<file path="config.mk">
export PLATFORM = sky130hd
export DESIGN_NAME = serial_align_ctrl
export DESIGN_NICKNAME = d
export VERILOG_FILES = /design/src/rtl/serial_align_ctrl.sv
export SDC_FILE = /design/constraint.sdc
export NUM_CORES = 1
export LEC_CHECK = 0
export BUFFER_PORTS_ARGS = -buffer_cell sky130_fd_sc_hd__buf_2
export CORE_ASPECT_RATIO = 0.8
export CORE_MARGIN = 2
export CORE_UTILIZATION = 50
export DETAILED_ROUTE_END_ITERATION = 7
export PLACE_DENSITY = 0.73
export SYNTH_ARGS = -nofsm -noshare
export SYNTH_HDL_FRONTEND = slang
export SYNTH_SLANG_ARGS = --single-unit
</file>
<file path="constraint.sdc">
create_clock -name CLK -period 1.9 [get_ports CLK]
set_clock_uncertainty 0.05 [all_clocks]
set_input_delay 0.38 -clock CLK [delete_from_list [all_inputs] [get_ports CLK]]
set_output_delay 0.38 -clock CLK [all_outputs]
set_load 0.1 [all_outputs]
</file>
<file path="src/rtl/serial_align_ctrl.sv">
// -----------------------------------------------------------------------------
// serial_align_ctrl
//   Framing and alignment controller for the serial-to-parallel receive path.
//   Shifts in a 1-bit stream MSB first and hunts for the COM symbol. After
//   LOCK_COUNT consecutive byte-aligned COMs it locks. While locked it emits one
//   aligned symbol every WIDTH clocks. It drops lock after MISS_LIMIT
//   consecutive non-COM symbols.
//
//   Optional build macro: COM_STRIP_EN
//     When defined, COM symbols received while locked are consumed silently.
//     They produce no VALID_OUT, and DATA_OUT/K_OUT keep their previous values.
//
// Ports
//   CLK        in   system clock, rising-edge sampling
//   RESET      in   asynchronous active-low reset
//   DATA_IN    in   serial data, MSB first, one bit per clock
//   DATA_OUT   out  [WIDTH] last aligned symbol, held between VALID_OUT pulses
//   VALID_OUT  out  one-cycle pulse when DATA_OUT is updated
//   K_OUT      out  1 when DATA_OUT holds the COM symbol
//   ACTIVE     out  1 while locked
//   ERR_OUT    out  one-cycle pulse on loss of lock
//
// state  | meaning
// SEARCH | sliding one bit per clock looking for COM
// SYNC   | COM seen, counting further aligned COMs towards lock
// LOCKED | aligned, emitting one symbol per WIDTH clocks
// -----------------------------------------------------------------------------
module serial_align_ctrl #(
  parameter int              WIDTH      = 8,
  parameter logic [WIDTH-1:0] COM       = 8'hBC,
  parameter int              LOCK_COUNT = 3,
  parameter int              MISS_LIMIT = 4
) (
  input  logic             CLK,
  input  logic             RESET,
  input  logic             DATA_IN,
  output logic [WIDTH-1:0] DATA_OUT,
  output logic             VALID_OUT,
  output logic             K_OUT,
  output logic             ACTIVE,
  output logic             ERR_OUT
);

  localparam int BW = (WIDTH > 1) ? $clog2(WIDTH) : 1;
  localparam int CW = $clog2(LOCK_COUNT + 1);
  localparam int MW = $clog2(MISS_LIMIT + 1);

  localparam logic [BW-1:0] BIT_LAST = BW'(WIDTH - 1);
  localparam logic [CW-1:0] COM_MAX  = CW'(LOCK_COUNT);
  localparam logic [MW-1:0] MISS_MAX = MW'(MISS_LIMIT);

  typedef enum logic [1:0] {
    SEARCH = 2'd0,
    SYNC   = 2'd1,
    LOCKED = 2'd2
  } state_t;

  state_t           state, state_nxt;
  logic [WIDTH-1:0] shreg;
  logic [WIDTH-1:0] nxt;
  logic [BW-1:0]    bit_cnt, bit_cnt_nxt;
  logic [CW-1:0]    com_cnt, com_cnt_nxt, com_inc;
  logic [MW-1:0]    miss_cnt, miss_cnt_nxt, miss_inc;
  logic             sym_done;
  logic             is_com;

  logic [WIDTH-1:0] data_nxt;
  logic             valid_nxt;
  logic             k_nxt;
  logic             active_nxt;
  logic             err_nxt;

  // Window including the bit sampled on this edge; every decision uses it.
  assign nxt      = {shreg[WIDTH-2:0], DATA_IN};
  assign is_com   = (nxt == COM);
  assign sym_done = (bit_cnt == BIT_LAST);

  // Saturating increments: the counters never wrap.
  assign com_inc  = (com_cnt == COM_MAX)   ? com_cnt  : com_cnt + CW'(1);
  assign miss_inc = (miss_cnt == MISS_MAX) ? miss_cnt : miss_cnt + MW'(1);

  // State and datapath registers
  always_ff @(posedge CLK or negedge RESET) begin
    if (!RESET) begin
      state     <= SEARCH;
      shreg     <= '0;
      bit_cnt   <= '0;
      com_cnt   <= '0;
      miss_cnt  <= '0;
      DATA_OUT  <= '0;
      VALID_OUT <= 1'b0;
      K_OUT     <= 1'b0;
      ACTIVE    <= 1'b0;
      ERR_OUT   <= 1'b0;
    end else begin
      state     <= state_nxt;
      shreg     <= nxt;
      bit_cnt   <= bit_cnt_nxt;
      com_cnt   <= com_cnt_nxt;
      miss_cnt  <= miss_cnt_nxt;
      DATA_OUT  <= data_nxt;
      VALID_OUT <= valid_nxt;
      K_OUT     <= k_nxt;
      ACTIVE    <= active_nxt;
      ERR_OUT   <= err_nxt;
    end
  end

  // Next-state and counter logic
  always_comb begin
    state_nxt    = state;
    bit_cnt_nxt  = sym_done ? '0 : bit_cnt + BW'(1);
    com_cnt_nxt  = com_cnt;
    miss_cnt_nxt = miss_cnt;

    case (state)
      SEARCH: begin
        if (is_com) begin
          // This COM ends a symbol, so the next bit starts a fresh symbol.
          bit_cnt_nxt = '0;
          com_cnt_nxt = CW'(1);
          if (LOCK_COUNT <= 1) begin
            state_nxt    = LOCKED;
            miss_cnt_nxt = '0;
          end else begin
            state_nxt = SYNC;
          end
        end
      end

      SYNC: begin
        if (sym_done) begin
          if (is_com) begin
            com_cnt_nxt = com_inc;
            if (int'(com_cnt) + 1 >= LOCK_COUNT) begin
              state_nxt    = LOCKED;
              miss_cnt_nxt = '0;
            end
          end else begin
            state_nxt   = SEARCH;
            com_cnt_nxt = '0;
          end
        end
      end

      LOCKED: begin
        if (sym_done) begin
          if (is_com) begin
            miss_cnt_nxt = '0;
          end else begin
            miss_cnt_nxt = miss_inc;
            if (miss_inc == MISS_MAX) begin
              state_nxt   = SEARCH;
              com_cnt_nxt = '0;
            end
          end
        end
      end

      default: begin
        state_nxt   = SEARCH;
        com_cnt_nxt = '0;
      end
    endcase
  end

  // Output logic (values registered on the same edge as the state)
  always_comb begin
    data_nxt   = DATA_OUT;
    k_nxt      = K_OUT;
    valid_nxt  = 1'b0;
    active_nxt = (state_nxt == LOCKED);
    err_nxt    = (state == LOCKED) && (state_nxt == SEARCH);

    // The symbol that causes loss of lock is still emitted.
    if (state == LOCKED && sym_done) begin
`ifdef COM_STRIP_EN
      if (!is_com) begin
        data_nxt  = nxt;
        k_nxt     = 1'b0;
        valid_nxt = 1'b1;
      end
`else
      data_nxt  = nxt;
      k_nxt     = is_com;
      valid_nxt = 1'b1;
`endif
    end
  end

endmodule

</file>
# Word level (Yosys, flattened, before mapping)
# Index checks and enable logic that the tools add are counted.
# Widths: inputs -> output; s select.
# classes
n_reduce_logical	7
order_cmp	1
eq_ne	16
n_addsub	4
n_mux	27
# op_table
cell	count
$mux 2	14
$mux 3	9
$ne 2x2->1 const B	7
$pmux 2 s3	2
$eq 3x3->1 const B	3
$eq 8x8->1 const B	1
$add 3x1->3 const B	2
$eq 2x2->1 const B	3
$pmux 3 s2	1
$reduce_and 6->1	1
$reduce_and 5->1	1
$logic_not 2->1	2
$add 2x1->3 const B	1
$ge 3x2->1 const B	1
$ne 3x3->1 const B	1
$add 2x1->2 const B	1
$eq 2x1->1 const B	1
$logic_and 1x1->1	2
$reduce_bool 2->1	1
$mux 1	1
# word_totals
reg_bits	29
in_bits	3

# Depth between registers and ports, before layout
# logic_depth
ltp_word	9
depth_mapped	7
depth_no_buf	6

# Least setup slack after synthesis
# OpenSTA, ideal clock, no wires.
# synth_timing
path_type	register -> register
from	reg miss_cnt[0]
to	reg com_cnt[0]
stages_incl_launch_ff	7
setup_ns	0.133
required_ns	1.717
path_buffers	0
path_slack_ns	-0.004
arrival_time_ns	1.722
synth_period_minus_slack_ns	1.904
path_cell_list	dfrtp_1 > inv_1 > ha_1 > or3b_1 > a31o_1 > o41ai_4 > o22ai_1
# synth_between
elab_chain_len	5
word_cells_on_any_way	6
classes_between	add/sub (1); eq/ne (3); mux (1); reduce/logical (1)
# synth_lines
element	line_no	text
start, declared	63	logic [MW-1:0] miss_cnt, miss_cnt_nxt, miss_inc;
start signal, assigned	100	miss_cnt <= miss_cnt_nxt;
$add 3x1->3 / $eq 3x3->1 (equally long branches)	80	assign miss_inc = (miss_cnt == MISS_MAX) ? miss_cnt : miss_cnt + MW'(1);
$mux 3 *	80	
$eq 3x3->1 *	152	if (miss_inc == MISS_MAX) begin
$ne 2x2->1 (no line) *	-	
$reduce_and 6->1 (no line) *	-	
end signal, assigned	99	com_cnt <= com_cnt_nxt;
end, declared	62	logic [CW-1:0] com_cnt, com_cnt_nxt, com_inc;
# Every way passes the cells marked *; elsewhere a longest branch is shown, timed or not.
# A chain may end at the register's enable or synchronous reset.

# Final worst setup path
# Ends and elaborated chain as after synthesis.

==> run summary <==
Routing usage on met1 = 25.3%
CTS root buffer = clkbuf_4
Layout area overhead = 18.3%
GRT busiest layer = met2
Worst-Skew Late Latency = 0.33 ns
CP endpoint kind = register
First DRT Iteration DRCs = 24
Layout cells sized above 1 = 26.3%
Ports = 15
All-layer global routing usage = 19.1%
Max_cap viols = 0
Max Fclk = 0.545 GHz
DRC = 0
CP max FO = 4
Crit path buf inv count = 0
Total Power = 0.00125 W
CP peak stage delay = 0.41 ns
Rel. slew slack = 58.6%
Crit-path cells = ha_2 > or3b_1 > a31o_1 > o41ai_4 > o22ai_1
Detailed-router iteration count before antenna repair = 4
Final hold violations = 0
Chip Height = 49.8 um
Buffers on Ports = 14
Synth Area per Inst = 12.2 um^2
# hold bufs at CTS = 0
H-tree levels = 2
Non-filler instance count after layout = 169
CTS clk-pin slew, worst paths = 0.09 ns
Synth cell types = 41
WP data arrival = 1.99 ns
Slew Viols, Final = 0
Routed wire per std cell = 14.2 um
Final period utilization = 96.5%
N_diodes = 0
Final setup fails = 0
Initial Util = 53.3%
Layout Nets = 142
GRT overflow = 0
Synth Flop Type = dfrtp_1
Outcome = complete, no violations
Global placement routability congestion = 0.853
Num CTS Buffers = 5
Drt total wl = 2400 um
Yosys reg bits = 29
DP Area = 1480 um^2
Startpoint types = register
Sequential area share after synthesis = 55.3%
Asr flop ratio synth = 100%
Clock Sinks = 29
Min Tclk post-route = 1.83 ns
Grt met3 use = 7.09%
RSZ-0062 raised after global routing = yes
Clock buffer depth = 2
EDFF count, synth = 0
Die ar. = 3050 um^2
Largest net degree at the start of global routing = 30
Warnings from Yosys = 0
RR Endpoint = com_cnt[0]
CP Data Required Time = 2.06 ns
Initial antenna violation count = 0
Via Count = 918
Synth top area cells = dfrtp_1 (55%), mux2_1 (7.7%), ha_1 (5.7%), nand2_1 (2.9%), o41ai_4 (2.1%)
Hold Slack = 0.00600 ns
GR Util met2 = 27.5%
Post-route ant nets = 0
Area leader, netlist = dfrtp_1
Hold crit path type = in2async
Worst slew pin tran = 0.621 ns
Row cnt = 16
Reg2reg setup slack = 0.07 ns
Reg2reg start = miss_cnt[0]
Most frequent cell after synthesis = dfrtp_1
Setup CP Type = reg2reg
Yosys top cell area share = 55.3%
CTS tree = done
Vias in the first global route = 900
Placed instance count = 161
Syn nets = 117
HPWL after detailed placement = 1750 um
Reg2Reg Depth = 5
Peak supply drop = 0.628 mV
Via density = 5.43
Post-synth design cell area = 1310 um^2
Static Leak = 0.773 nW
Final instance area = 1550 um^2
First-pass GRT wire length = 4080 um
Top delay family on crit path = compound AO/OA/AOI/OAI gates
Top cells by count, synth = dfrtp_1 (29), nand2_1 (10), mux2_1 (9), ha_1 (6), inv_1 (5)
Slowest stage cell, crit path = dfrtp_1
Core Footprint = 2460 um^2
Synth Instances = 108
Power per Cell Area = 806 nW/um^2
DIE WIDTH = 61.3 um
how the worst max path moves through the flow:
stage / startpoint / endpoint / slack (ns) / depth (start not counted)
global route: miss_cnt[0] / com_cnt[0] / -0.04 / 5
global placement: miss_cnt[0] / com_cnt[0] / 0.04 / 5
floorplan: miss_cnt[0] / com_cnt[0] / -0.004 / 6
CTS: miss_cnt[0] / com_cnt[0] / 0.03 / 5
detailed placement: miss_cnt[0] / com_cnt[0] / -0.02 / 6
finish: miss_cnt[0] / com_cnt[0] / 0.07 / 5
layout by cell type (no fill, tap or decap), types with 2 or more instances in the layout:
cell type,count
a211oi_1,2
inv_2,2
a31oi_1,3
mux2_1,9
inv_1,4
buf_2,14
nand2_1,10
dfrtp_1,29
clkbuf_4,5
nor2_1,4
ha_1,4
buf_4,7
nand3_1,2
o31ai_1,2
nand2b_1,3
and2_1,2
power by group:
| group | leakage [nW] | internal (W) | switching [W] |
|---|---|---|---|
| Sequential | 0.369 | 0.000670 | 0.0000394 |
| Combinational | 0.373 | 0.0000673 | 0.0000985 |
| Clock | 0.0314 | 0.000174 | 0.000202 |
layout make-up:
type	instances	area (um^2)
Multi-Input combinational cell	69	562
Clock buffer	7	55.1
Timing Repair Buffer	22	143
Sequential cell	29	726
Tap cell	36	45.0
Fill cell	219	910
Inverter	6	22.5
logic make-up (layout without fill, tap and decap cells):
family | after synthesis | count (layout) | share of synthesized area [%]
fa+ha+maj | 6 | 6 | 5.72
simple gates | 32 | 32 | 13.7
buf+inv | 10 | 35 | 3.05
flops | 29 | 29 | 55.3
mux | 10 | 10 | 8.48
compound gates | 21 | 21 | 13.7
sequential cells by signal, indices dropped and copies added (netlist names):
signal / count
DATA_OUT: 8
VALID_OUT: 1
state: 2
bit_cnt: 3
shreg: 7
miss_cnt: 3
ERR_OUT: 1
com_cnt: 2
K_OUT: 1
ACTIVE: 1
timing repair:
item / CTS / global route
buffers inserted: 0 / 1
setup endpoints to repair: 3 / 4
resized for setup: 0 / 4
pin swaps: 1 / 2
through the flow:
stage	setup slack [ns]	setup TNS [ns]	utilization (%)
global placement	0.0425	0	59.9
CTS	0.0295	0	62.1
floorplan	-0.00445	-0.00445	-
detailed placement	-0.0185	-0.0244	59.9
finish	0.0664	0	63.1
global route	-0.0412	-0.0412	63.1
layer usage:
layer / up-vias / wire, um
met2: 18 / 1110
met1: 449 / 1130
met4: 0 / 41
li1: 445 / -
met5: - / 0
met3: 6 / 121
Note: power is estimated with default switching activity, not from simulation.
